### config.mk
export PLATFORM = sky130hd
export DESIGN_NAME = prog_runner
export DESIGN_NICKNAME = d
export VERILOG_FILES = /design/src/rtl/prog_runner_pkg.sv /design/src/rtl/sat_counter.sv /design/src/rtl/prog_runner.sv
export SDC_FILE = /design/constraint.sdc
export NUM_CORES = 1
export LEC_CHECK = 0
export ABC_CLOCK_PERIOD_IN_PS = 9160
export CORE_UTILIZATION = 43
export DETAILED_ROUTE_END_ITERATION = 8
export GPL_TIMING_DRIVEN = 0
export PLACE_DENSITY = 0.86
export SYNTH_ARGS = -nofsm -noshare
export SYNTH_HDL_FRONTEND = slang
export SYNTH_HIERARCHICAL = 1
export SYNTH_SLANG_ARGS = --single-unit
### constraint.sdc
create_clock -name clk -period 9.16 [get_ports clk]
set_clock_uncertainty 0.2 [all_clocks]
set_input_delay 1.832 -clock clk [delete_from_list [all_inputs] [get_ports clk]]
set_output_delay 1.832 -clock clk [all_outputs]
set_load 0.02 [all_outputs]
### src/rtl/prog_runner_pkg.sv
// Shared types and constants for the program loader / run controller.
// Pure declarations: no logic, no latency, no flow control.
package prog_runner_pkg;

  typedef enum logic [1:0] {IDLE, LOAD, RUN, DONE} runner_state_t;

  typedef enum logic [1:0] {HC_NONE, HC_HALT, HC_PC_OOR, HC_TIMEOUT} halt_cause_t;

  localparam logic [31:0] HALT_EBREAK = 32'h00100073;

endpackage

### src/rtl/sat_counter.sv
// Saturating up-counter with synchronous clear; clear wins over increment.
// One-cycle update latency; holds at MAX instead of wrapping.
module sat_counter #(
  parameter int WIDTH = 8,
  parameter int MAX   = 255
) (
  input  logic             clk,
  input  logic             rst_n,
  input  logic             clr,
  input  logic             inc,
  output logic [WIDTH-1:0] count
);

  always_ff @(posedge clk or negedge rst_n) begin
    if (!rst_n) begin
      count <= '0;
    end else if (clr) begin
      count <= '0;
    end else if (inc && (count != WIDTH'(MAX))) begin
      count <= count + 1'b1;
    end
  end

endmodule

### src/rtl/prog_runner.sv
// Loads a program into imem over valid/ready with the core held in reset, then runs it to a halt.
// Writes land one cycle after each handshake; ld_ready stays low outside LOAD and once imem is full.
module prog_runner
  import prog_runner_pkg::*;
#(
  parameter int              XLEN       = 32,
  parameter int              IMEM_SIZE  = 1024,
  parameter int              MAX_CYCLES = 10000,
  parameter logic [XLEN-1:0] HALT_INSTR = HALT_EBREAK,
  parameter int              CNT_W      = $clog2(MAX_CYCLES + 1)
) (
  input  logic                                  clk,
  input  logic                                  rst_n,
  input  logic                                  start,
  input  logic                                  ld_valid,
  output logic                                  ld_ready,
  input  logic [XLEN-1:0]                       ld_data,
  input  logic                                  ld_last,
  output logic                                  imem_wen,
  output logic [$clog2(IMEM_SIZE)-1:0]          imem_waddr,
  output logic [XLEN-1:0]                       imem_wdata,
  output logic                                  core_rst_n,
  output logic                                  core_en,
  input  logic [XLEN-1:0]                       pc,
  input  logic [XLEN-1:0]                       instr,
  output logic                                  busy,
  output logic                                  done,
  output logic [1:0]                            halt_cause,
  output logic [$clog2(IMEM_SIZE/4+1)-1:0]      n_words,
  output logic [CNT_W-1:0]                      cycle_count
);

  localparam int MAX_WORDS = IMEM_SIZE / 4;
  localparam int AW        = $clog2(IMEM_SIZE);
  localparam int NW        = $clog2(MAX_WORDS + 1);

  runner_state_t state, next_state;
  halt_cause_t   cause_q, cause_next;

  logic            hs;
  logic            clr_cnt;
  logic            hit_instr, hit_pc, hit_tmo, halt_hit;
  logic [XLEN-1:0] img_end;

  assign img_end   = XLEN'({n_words, 2'b00});
  assign hit_instr = (instr == HALT_INSTR);
  assign hit_pc    = (pc >= img_end);
  assign hit_tmo   = (cycle_count == CNT_W'(MAX_CYCLES));
  assign halt_hit  = hit_instr | hit_pc | hit_tmo;

  assign ld_ready   = (state == LOAD) && (n_words < NW'(MAX_WORDS));
  assign hs         = ld_valid && ld_ready;
  // The halting instruction itself must never commit.
  assign core_en    = (state == RUN) && !halt_hit;
  assign busy       = (state == LOAD) || (state == RUN);
  assign done       = (state == DONE);
  assign halt_cause = cause_q;

  always_comb begin
    next_state = state;
    clr_cnt    = 1'b0;
    cause_next = HC_TIMEOUT;
    if (hit_instr) begin
      cause_next = HC_HALT;
    end else if (hit_pc) begin
      cause_next = HC_PC_OOR;
    end
    case (state)
      IDLE, DONE: begin
        if (start) begin
          next_state = LOAD;
          clr_cnt    = 1'b1;
        end
      end
      LOAD: begin
        if (hs && (ld_last || (n_words == NW'(MAX_WORDS - 1)))) begin
          next_state = RUN;
        end
      end
      RUN: begin
        if (halt_hit) begin
          next_state = DONE;
        end
      end
      default: next_state = IDLE;
    endcase
  end

  always_ff @(posedge clk or negedge rst_n) begin
    if (!rst_n) begin
      state      <= IDLE;
      core_rst_n <= 1'b0;
      imem_wen   <= 1'b0;
      imem_waddr <= '0;
      imem_wdata <= '0;
      cause_q    <= HC_NONE;
      n_words    <= '0;
    end else begin
      state <= next_state;
      // Core stays out of reset through DONE so its state can be inspected.
      core_rst_n <= (next_state == RUN) || (next_state == DONE);
      imem_wen   <= hs;
      if (hs) begin
        imem_waddr <= AW'({n_words, 2'b00});
        imem_wdata <= ld_data;
        n_words    <= n_words + 1'b1;
      end
      if (clr_cnt) begin
        n_words <= '0;
        cause_q <= HC_NONE;
      end
      if ((state == RUN) && halt_hit) begin
        cause_q <= cause_next;
      end
    end
  end

  sat_counter #(
    .WIDTH (CNT_W),
    .MAX   (MAX_CYCLES)
  ) u_cycle_cnt (
    .clk   (clk),
    .rst_n (rst_n),
    .clr   (clr_cnt),
    .inc   (core_en),
    .count (cycle_count)
  );

endmodule

==> impl_metrics.py, run 1 <==
metrics = {
    "power_and_ir_drop": {
        "p_comb_frac": 0.453,
        "p_int_uw": 732,
        "pwr-share-clk": 0.184,
        "max-vdd-ir-drop_uv": 171,
        "power_density_nw_per_um2": 220,
        "switching_share": 0.389,
        "switchingPower_uw": 466,
        "p_leak_nw": 2.38,
        "p_seq_frac": 0.364,
    },
    "global_routing": {
        "grt_pass1_wl_um": 15300,
        "grt_pass1_vias": 3300,
        "grt_use_total": 0.230,
        "overflow": 0,
        "grt_start_max_net_pins": 69,
        "antenna_found_initial": 0,
    },
    "drt": {
        "dr.pass1.iters": 4,
        "antenna_left": 0,
        "avgViaCountPerCell": 5.05,
        "drtIter0Drc": 109,
        "routed_wl_um": 9280,
        "drc": 0,
        "wl_per_cell_um": 13.8,
        "vias": 3387,
    },
    "sta": {
        "final_max_slew_viol_count": 0,
        "fin_crit_sh": 0.713,
        "tns_ns": 0,
        "worst_slew_pin_slew_ns": 0.858,
        "min_period_ns": 6.53,
        "rsz0062_at_grt": "false",
        "whs_ns": 0.279,
        "max_clock_freq_mhz": 153,
        "maxSlewHeadroom": 0.428,
        "setup_viol": 0,
        "finalHoldViolations": 0,
    },
    "outcome": {
        "status": "completed",
    },
    "min_path": {
        "hp-class": "flip-flop to flip-flop",
    },
    "floorplan": {
        "num_io_pins": 174,
        "die_w_um": 91.2,
        "die-area_um2": 8310,
        "start_util": 0.442,
        "die_y_um": 91.2,
        "core.rowCount": 32,
        "core_area_um2": 7730,
    },
    "placement": {
        "dp_hpwl_um": 7190,
        "portBuffers": 171,
        "routabilityCongestion": 0.815,
        "post-place-cells": 655,
    },
    "logic_synthesis": {
        "yosysTopAreaCell": "dfrtp_1",
        "ys_seq_area_frac": 0.498,
        "syn_area_per_cell_um2": 8.97,
        "synth_ff_type": "dfrtp_1",
        "synth_common_cells": "120 x nand2_1, 68 x dfrtp_1, 27 x nor2_1, 18 x inv_1, 16 x ha_1",
        "netlist_instances": 381,
        "ys_ff_latch": 68,
        "yosysMostFrequentCell": "nand2_1",
        "synth_edf_count": 0,
        "synthArstFlopShare": 1.00,
        "yosysUniqueCellTypes": 52,
        "synthTopCellsByArea": "dfrtp_1 50%, nand2_1 13%, ha_1 5.9%, nor2_1 3.0%, inv_1 2.0%",
        "synth_warnings": 6,
        "syn-cell-area_um2": 3420,
        "synth_top_area_frac": 0.498,
    },
    "clock_network": {
        "clkTransAtPathRegs_ns": 0.08,
        "insertion_delay_ns": 0.34,
        "cts.repair.resized": 0,
        "clockRootBuffer": "clkbuf_8",
        "cts_buffer_depth": 2,
        "cts_tree": "yes",
        "post-cts-setup-buffers": 0,
        "h-tree-depth": 3,
        "hold_buffers": 0,
        "cts_buffers": 9,
        "cts.sinks": 68,
    },
    "setup_path": {
        "required_ns": 7.13,
        "crit_path_top_delay_cell": "clkdlybuf4s50_1",
        "cp-end-kind": "output pin",
        "critical_path.most_common_cell": "clkdlybuf4s50_1",
        "worstSetupPathType": "input pin to output pin",
        "cpPeakStageDelay_ns": 0.65,
        "crit_chain": "clkdlybuf4s50_1 -> ha_1 -> nor2b_1 -> a311oi_1 -> o21ai_1 -> a311oi_2 -> nor3b_2 -> clkdlybuf4s50_1",
        "start_kind": "input pin",
        "path_max_fanout": 4,
        "regToRegSetupSlack_ns": 5.36,
        "cp_data_arrival_time_ns": 4.50,
    },
    "cells_and_area": {
        "n_fill_cell": 603,
        "area_delta_synth_final_pct": 59.0,
        "antennaDiodeCount": 0,
        "final_cells": 671,
        "fin_nets": 681,
        "drive_gt1_frac": 0.0615,
    },
    "job": {
        "drv_cap": 0,
    },
}
[flip-flops by register name (all words and copies together) (netlist names)]
signal / flops
imem_wen: 1
state: 1
core_rst_n: 1
halt_cause: 2
u_cycle_cnt/count: 14
imem_waddr: 8
n_words: 9
imem_wdata: 32
[worst max-delay path, delay by kind of cell]
kind | cells | cell delay [ns]
and+or+nand+nor | 2 | 0.45
AOI/OAI and AO/OA | 3 | 0.86
buffers and inverters | 2 | 1.06
adders and majority gates | 1 | 0.30
[cell usage in the layout (no fill, tap or decap), types with 2 or more instances in the layout]
master	instances
clkdlybuf4s50_1	170
nand2_1	120
dfrtp_1	68
nor2_1	27
inv_1	18
ha_1	16
o21ai_0	13
nand4_1	10
nand3_1	10
a21oi_1	9
nor4_1	9
clkbuf_8	9
clkbuf_1	8
xnor2_1	7
nor3_1	6
xor2_1	6
nor2b_1	3
buf_1	3
or3_1	3
nor4bb_1	3
buf_4	3
clkinv_4	3
inv_2	2
a311oi_1	2
o21ai_1	2
nor4b_1	2
and3_1	2
conb_1	2
clkinv_2	2
mux2_2	2
or3_2	2
[routing by layer]
metal	wire, µm	vias up	track usage
met2	4680	116	0.393
met5	0	-	0
met4	149	0	0.0886
li1	-	1647	-
met3	540	14	0.0528
met1	3920	1610	0.284
[metrics by stage]
step / total power, mW / worst slack [ns] / instance area (µm²) / utilization
after floorplan: 0.704 / 3.82 / 3420 / -
after detailed placement: 0.988 / 2.60 / 5260 / 0.681
after global routing: 1.27 / 2.49 / 5440 / 0.703
after global placement: 0.965 / 2.65 / 5260 / 0.681
final: 1.20 / 2.63 / 5440 / 0.703
after CTS: 1.21 / 2.59 / 5440 / 0.703
[logic make-up (layout without fill, tap and decap cells)]
kind of cell | after synthesis | in the layout | synth area share
AO/OA/AOI/OAI | 36 | 36 | 0.0710
XOR/XNOR | 13 | 13 | 0.0333
adder cells (fa/ha/maj) | 16 | 16 | 0.0586
buffers and inverters | 34 | 221 | 0.0399
flip-flops | 68 | 68 | 0.498
multiplexers | 3 | 3 | 0.00952
other | 1 | 2 | 0.00110
AND/OR/NAND/NOR | 210 | 210 | 0.289
[power groups by stage]
stage / clock network [mW] / registers [mW] / logic (mW)
6_report: 0.220 / 0.436 / 0.542
5_1_grt: 0.240 / 0.446 / 0.587
4_1_cts: 0.226 / 0.437 / 0.548
3_3_place_gp: 0 / 0.436 / 0.530
2_1_floorplan: 0 / 0.536 / 0.169
3_5_place_dp: 0 / 0.442 / 0.546
[area by class of cell]
cell class / count / area, µm² / area share
Tap cell: 102 / 128 / 0.0235
Buffer: 14 / 61.3 / 0.0113
Sequential cell: 68 / 1700 / 0.313
Timing Repair Buffer: 171 / 1710 / 0.314
Multi-Input combinational cell: 280 / 1580 / 0.291
Clock inverter: 7 / 52.6 / 0.00967
Inverter: 20 / 75.1 / 0.0138
Clock buffer: 9 / 124 / 0.0228
[path summary, 6_finish.rpt]
path	start	end	cells past startpoint
worst max-delay path	pc[3]	core_en	8
worst min-delay path	imem_wdata[7]	imem_wdata[7]	2
worst max register to register	n_words[1]	u_cycle_cnt/count[9]	11
worst min register to register	imem_wdata[7]	imem_wdata[7]	2
max in group asynchronous	rst_n	imem_wdata[13]	1
min in group asynchronous	rst_n	imem_wdata[28]	1
No activity file was read; power rests on OpenSTA's default activity.
==> run 2: changes to the inputs <==
--- a/config.mk
+++ b/config.mk
@@ -5,11 +5,11 @@
 export SDC_FILE = /design/constraint.sdc
 export NUM_CORES = 1
 export LEC_CHECK = 0
-export ABC_CLOCK_PERIOD_IN_PS = 9160
-export CORE_UTILIZATION = 43
+export ABC_CLOCK_PERIOD_IN_PS = 5700
+export CORE_UTILIZATION = 36
 export DETAILED_ROUTE_END_ITERATION = 8
 export GPL_TIMING_DRIVEN = 0
-export PLACE_DENSITY = 0.86
+export PLACE_DENSITY = 0.76
 export SYNTH_ARGS = -nofsm -noshare
 export SYNTH_HDL_FRONTEND = slang
 export SYNTH_HIERARCHICAL = 1
==> constraint.sdc (replaced) <==
create_clock -name clk -period 5.7 [get_ports clk]
set_clock_uncertainty 0.2 [all_clocks]
set_input_delay 1.14 -clock clk [delete_from_list [all_inputs] [get_ports clk]]
set_output_delay 1.14 -clock clk [all_outputs]
set_load 0.02 [all_outputs]
==> impl_metrics.py, run 2 (synthesis results as in run 1) <==
metrics = {
    "outcome": {
        "status": "completed",
    },
    "clock_network": {
        "hold_buffers": 0,
        "cts_buffers": 9,
        "cts.repair.resized": 0,
        "clkTransAtPathRegs_ns": 0.07,
        "cts.sinks": 68,
        "clockRootBuffer": "clkbuf_8",
        "h-tree-depth": 3,
        "post-cts-setup-buffers": 0,
        "insertion_delay_ns": 0.34,
        "cts_buffer_depth": 2,
        "cts_tree": "yes",
    },
    "global_routing": {
        "grt_pass1_wl_um": 15200,
        "grt_start_max_net_pins": 69,
        "grt_pass1_vias": 3317,
        "overflow": 0,
        "grt_use_total": 0.193,
        "antenna_found_initial": 0,
    },
    "cells_and_area": {
        "final_common_cell": "clkdlybuf4s50_1",
        "area_delta_synth_final_pct": 62.1,
        "final_cell_mix": "170 x clkdlybuf4s50_1, 120 x nand2_1, 68 x dfrtp_1, 27 x nor2_1, 18 x inv_1",
        "n_fill_cell": 810,
        "register_area_um2": 1700,
        "reg_top3": "imem_wdata (32), u_cycle_cnt/count (14), n_words (9)",
        "largest_reg_flops": 32,
        "final_area_um2": 5540,
        "top_register": "imem_wdata",
        "fin_nets": 681,
        "multi_input_area_um2": 1580,
        "drive_gt1_frac": 0.0615,
        "antennaDiodeCount": 0,
        "final_cells": 698,
    },
    "sta": {
        "worst_slew_pin_slew_ns": 0.848,
        "finalHoldViolations": 0,
        "fin_crit_sh": 0.899,
        "fin_ws_ns": 0.577,
        "tns_ns": 0,
        "maxSlewHeadroom": 0.435,
        "min_period_ns": 5.12,
        "whs_ns": 0.276,
        "final_max_slew_viol_count": 0,
        "setup_viol": 0,
        "max_clock_freq_mhz": 195,
        "rsz0062_at_grt": "false",
    },
    "min_path": {
        "hold_depth": 2,
        "worstHoldStart": "imem_wdata[10]",
        "min_to": "imem_wdata[10]",
        "hp-class": "flip-flop to flip-flop",
    },
    "setup_path": {
        "reg2reg_to": "u_cycle_cnt/count[9]",
        "start_kind": "input pin",
        "reg2reg_depth": 11,
        "worstSetupPathType": "input pin to output pin",
        "critPathLaunch": "pc[3]",
        "required_ns": 4.36,
        "worstReg2RegStart": "n_words[1]",
        "path_max_fanout": 4,
        "cp_data_arrival_time_ns": 3.78,
        "regToRegSetupSlack_ns": 1.90,
        "cp-end-kind": "output pin",
    },
    "power_and_ir_drop": {
        "power_density_nw_per_um2": 370,
        "p_leak_nw": 2.42,
        "max-vdd-ir-drop_uv": 246,
    },
    "floorplan": {
        "start_util": 0.370,
        "die-area_um2": 9890,
        "core.rowCount": 35,
        "num_io_pins": 174,
        "die_y_um": 99.4,
        "die_w_um": 99.4,
        "core_area_um2": 9240,
    },
    "placement": {
        "placed_cell_area_um2": 5290,
        "portBuffers": 171,
        "post-place-cells": 682,
        "dp_hpwl_um": 7060,
        "dp_worst_setup_slack_ns": 0.541,
        "routabilityCongestion": 0.800,
    },
    "drt": {
        "drtIter0Drc": 71,
        "drc": 0,
        "antenna_left": 0,
        "avgViaCountPerCell": 4.82,
        "routed_wl_um": 9320,
        "vias": 3362,
        "wl_per_cell_um": 13.4,
        "dr.pass1.iters": 4,
    },
    "job": {
        "drv_cap": 0,
    },
}
run 2: cell type report:
| type | instances | share of cell area |
|---|---|---|
| inverter | 20 | 0.0135 |
| multi-input combinational | 280 | 0.286 |
| buffer | 14 | 0.0111 |
| clock inverter | 6 | 0.0201 |
| sequential | 68 | 0.307 |
| clock buffer | 10 | 0.0248 |
| tap | 129 | 0.0291 |
| timing repair buffer | 171 | 0.308 |
run 2: where the power goes:
part	leakage, nW	internal, mW	total, mW	switching [mW]
Clock	0.122	0.302	0.487	0.185
Combinational	1.40	0.400	0.865	0.465
Sequential	0.890	0.616	0.699	0.0833
run 2: critical path, stage by stage:
cell and delay [ns]:
clkdlybuf4s50_1 0.40, ha_1 0.30, nor2b_1 0.13, a311oi_1 0.32, o21ai_1 0.15, a311oi_2 0.42, nor3b_2 0.27, clkdlybuf4s50_1 0.64
run 2: worst max path at each step:
| stage | slack, ns | cells after the start | end |
|---|---|---|---|
| after detailed placement | 0.54 | 8 | core_en |
| after global placement | 0.60 | 8 | core_en |
| after floorplan | 1.52 | 10 | u_cycle_cnt/count[9] |
| final | 0.58 | 8 | core_en |
| after global routing | 0.36 | 8 | core_en |
| after CTS | 0.53 | 8 | core_en |
run 2: layer usage:
metal	part of all wire	up-vias	track usage
met5	0	-	0
met4	0.012	0	0.0656
met3	0.066	11	0.0485
met2	0.51	110	0.339
met1	0.41	1597	0.231
li1	-	1644	-
run 2: metrics by stage:
step,utilization,power [mW]
after global placement,0.573,1.56
after detailed placement,0.573,1.58
final,0.600,2.05
after CTS,0.600,2.08
after global routing,0.600,2.18
after floorplan,-,1.13
==> run 3: changes to the inputs <==
--- a/config.mk
+++ b/config.mk
@@ -10,6 +10,7 @@
 export DETAILED_ROUTE_END_ITERATION = 8
 export GPL_TIMING_DRIVEN = 0
 export PLACE_DENSITY = 0.76
+export SLEW_MARGIN = 20
 export SYNTH_ARGS = -nofsm -noshare
 export SYNTH_HDL_FRONTEND = slang
 export SYNTH_HIERARCHICAL = 1
==> impl_metrics.py, run 3 (synthesis results as in run 1) <==
metrics = {
    "outcome": {
        "status": "completed",
    },
    "global_routing": {
        "grt_pass1_wl_um": 15200,
        "grt_use_total": 0.193,
        "antenna_found_initial": 0,
        "grt_start_max_net_pins": 38,
        "grt_pass1_vias": 3355,
        "overflow": 0,
    },
    "drt": {
        "routed_wl_um": 9320,
        "vias": 3351,
        "avgViaCountPerCell": 4.79,
        "dr_wl_met3_um": 559,
        "antenna_left": 0,
        "drtIter0Drc": 73,
        "drc": 0,
        "route.top_layer_used": "met4",
        "wl_met1_um": 3960,
        "dr_wl_met2_um": 4730,
        "wl_per_cell_um": 13.3,
        "dr.pass1.iters": 4,
    },
    "cells_and_area": {
        "final_common_cell": "clkdlybuf4s50_1",
        "n_fill_cell": 808,
        "area_delta_synth_final_pct": 62.0,
        "final_cells": 699,
        "drive_gt1_frac": 0.0632,
        "reg_top3": "imem_wdata (32), u_cycle_cnt/count (14), n_words (9)",
        "final_area_um2": 5540,
        "top_register": "imem_wdata",
        "largest_reg_flops": 32,
        "fin_nets": 682,
        "final_cell_mix": "170 x clkdlybuf4s50_1, 120 x nand2_1, 68 x dfrtp_1, 27 x nor2_1, 18 x inv_1",
        "antennaDiodeCount": 0,
    },
    "clock_network": {
        "h-tree-depth": 3,
        "cts.sinks": 68,
        "clkTransAtPathRegs_ns": 0.07,
        "hold_buffers": 0,
        "cts.repair.resized": 0,
        "cts_buffers": 9,
        "clockRootBuffer": "clkbuf_8",
        "post-cts-setup-buffers": 0,
        "insertion_delay_ns": 0.33,
        "cts_buffer_depth": 2,
        "cts_tree": "yes",
    },
    "sta": {
        "finalHoldViolations": 0,
        "fin_ws_ns": 0.557,
        "whs_ns": 0.273,
        "max_clock_freq_mhz": 194,
        "min_period_ns": 5.14,
        "rsz0062_at_grt": "false",
        "setup_viol": 0,
        "tns_ns": 0,
        "worst_slew_pin_slew_ns": 0.520,
        "fin_crit_sh": 0.902,
        "maxSlewHeadroom": 0.652,
        "final_max_slew_viol_count": 0,
    },
    "job": {
        "drv_cap": 0,
    },
    "placement": {
        "routabilityCongestion": 0.800,
        "portBuffers": 171,
        "dp_worst_setup_slack_ns": 0.531,
        "placed_cell_area_um2": 5310,
        "dp_hpwl_um": 7250,
        "post-place-cells": 683,
    },
    "floorplan": {
        "die-area_um2": 9890,
        "core_area_um2": 9240,
        "core.rowCount": 35,
        "die_w_um": 99.4,
        "die_y_um": 99.4,
        "start_util": 0.370,
        "num_io_pins": 174,
    },
    "min_path": {
        "hp-class": "flip-flop to flip-flop",
    },
    "setup_path": {
        "path_max_fanout": 4,
        "start_kind": "input pin",
        "required_ns": 4.36,
        "cp-end-kind": "output pin",
        "cp_data_arrival_time_ns": 3.80,
        "worstSetupPathType": "input pin to output pin",
    },
    "power_and_ir_drop": {
        "p_leak_nw": 2.42,
        "power_density_nw_per_um2": 363,
        "max-vdd-ir-drop_uv": 218,
    },
}
-- run 3: worst max-delay path, stage by stage --
cell	delay [ns]
clkdlybuf4s50_1	0.41
ha_1	0.30
nor2b_1	0.13
a311oi_1	0.32
o21ai_1	0.15
a311oi_2	0.43
nor3b_2	0.27
clkdlybuf4s50_1	0.64
-- run 3: through the flow --
step | util | power, mW
final | 0.599 | 2.01
after global routing | 0.599 | 2.14
after CTS | 0.599 | 2.04
after detailed placement | 0.575 | 1.58
after global placement | 0.573 | 1.56
after floorplan | - | 1.13
-- run 3: cell type report --
| type | count | area [µm²] | share of cell area |
|---|---|---|---|
| Clock inverter | 6 | 87.6 | 0.0158 |
| Timing Repair Buffer | 172 | 1730 | 0.312 |
| Clock buffer | 10 | 138 | 0.0249 |
| Sequential cell | 68 | 1700 | 0.307 |
| Multi-Input combinational cell | 280 | 1580 | 0.286 |
| Tap cell | 129 | 161 | 0.0291 |
| Inverter | 20 | 75.1 | 0.0136 |
| Buffer | 14 | 61.3 | 0.0111 |
-- run 3: path summary, 6_finish.rpt --
kind | startpoint | end | slack (ns) | cells after the start
max reg2reg | n_words[1] | u_cycle_cnt/count[9] | 1.89 | 11
max in group asynchronous | rst_n | u_cycle_cnt/count[9] | 4.18 | 2
min reg2reg | imem_wdata[10] | imem_wdata[10] | 0.27 | 2
max | pc[3] | core_en | 0.56 | 8
min in group asynchronous | rst_n | imem_wdata[28] | 0.56 | 1
min | imem_wdata[10] | imem_wdata[10] | 0.27 | 2
-- run 3: where the power goes --
group / internal (mW) / leakage (nW) / switching (mW)
registers: 0.616 / 0.890 / 0.0819
logic: 0.402 / 1.41 / 0.466
clock network: 0.258 / 0.116 / 0.186
total: 1.28 / 2.42 / 0.734
-- run 3: per-layer routing --
layer  global-route usage  vias to the layer above
met5                    0                        -
met4               0.0588                        0
met3               0.0443                        8
met2                0.338                       92
met1                0.235                     1611
li1                     -                     1640
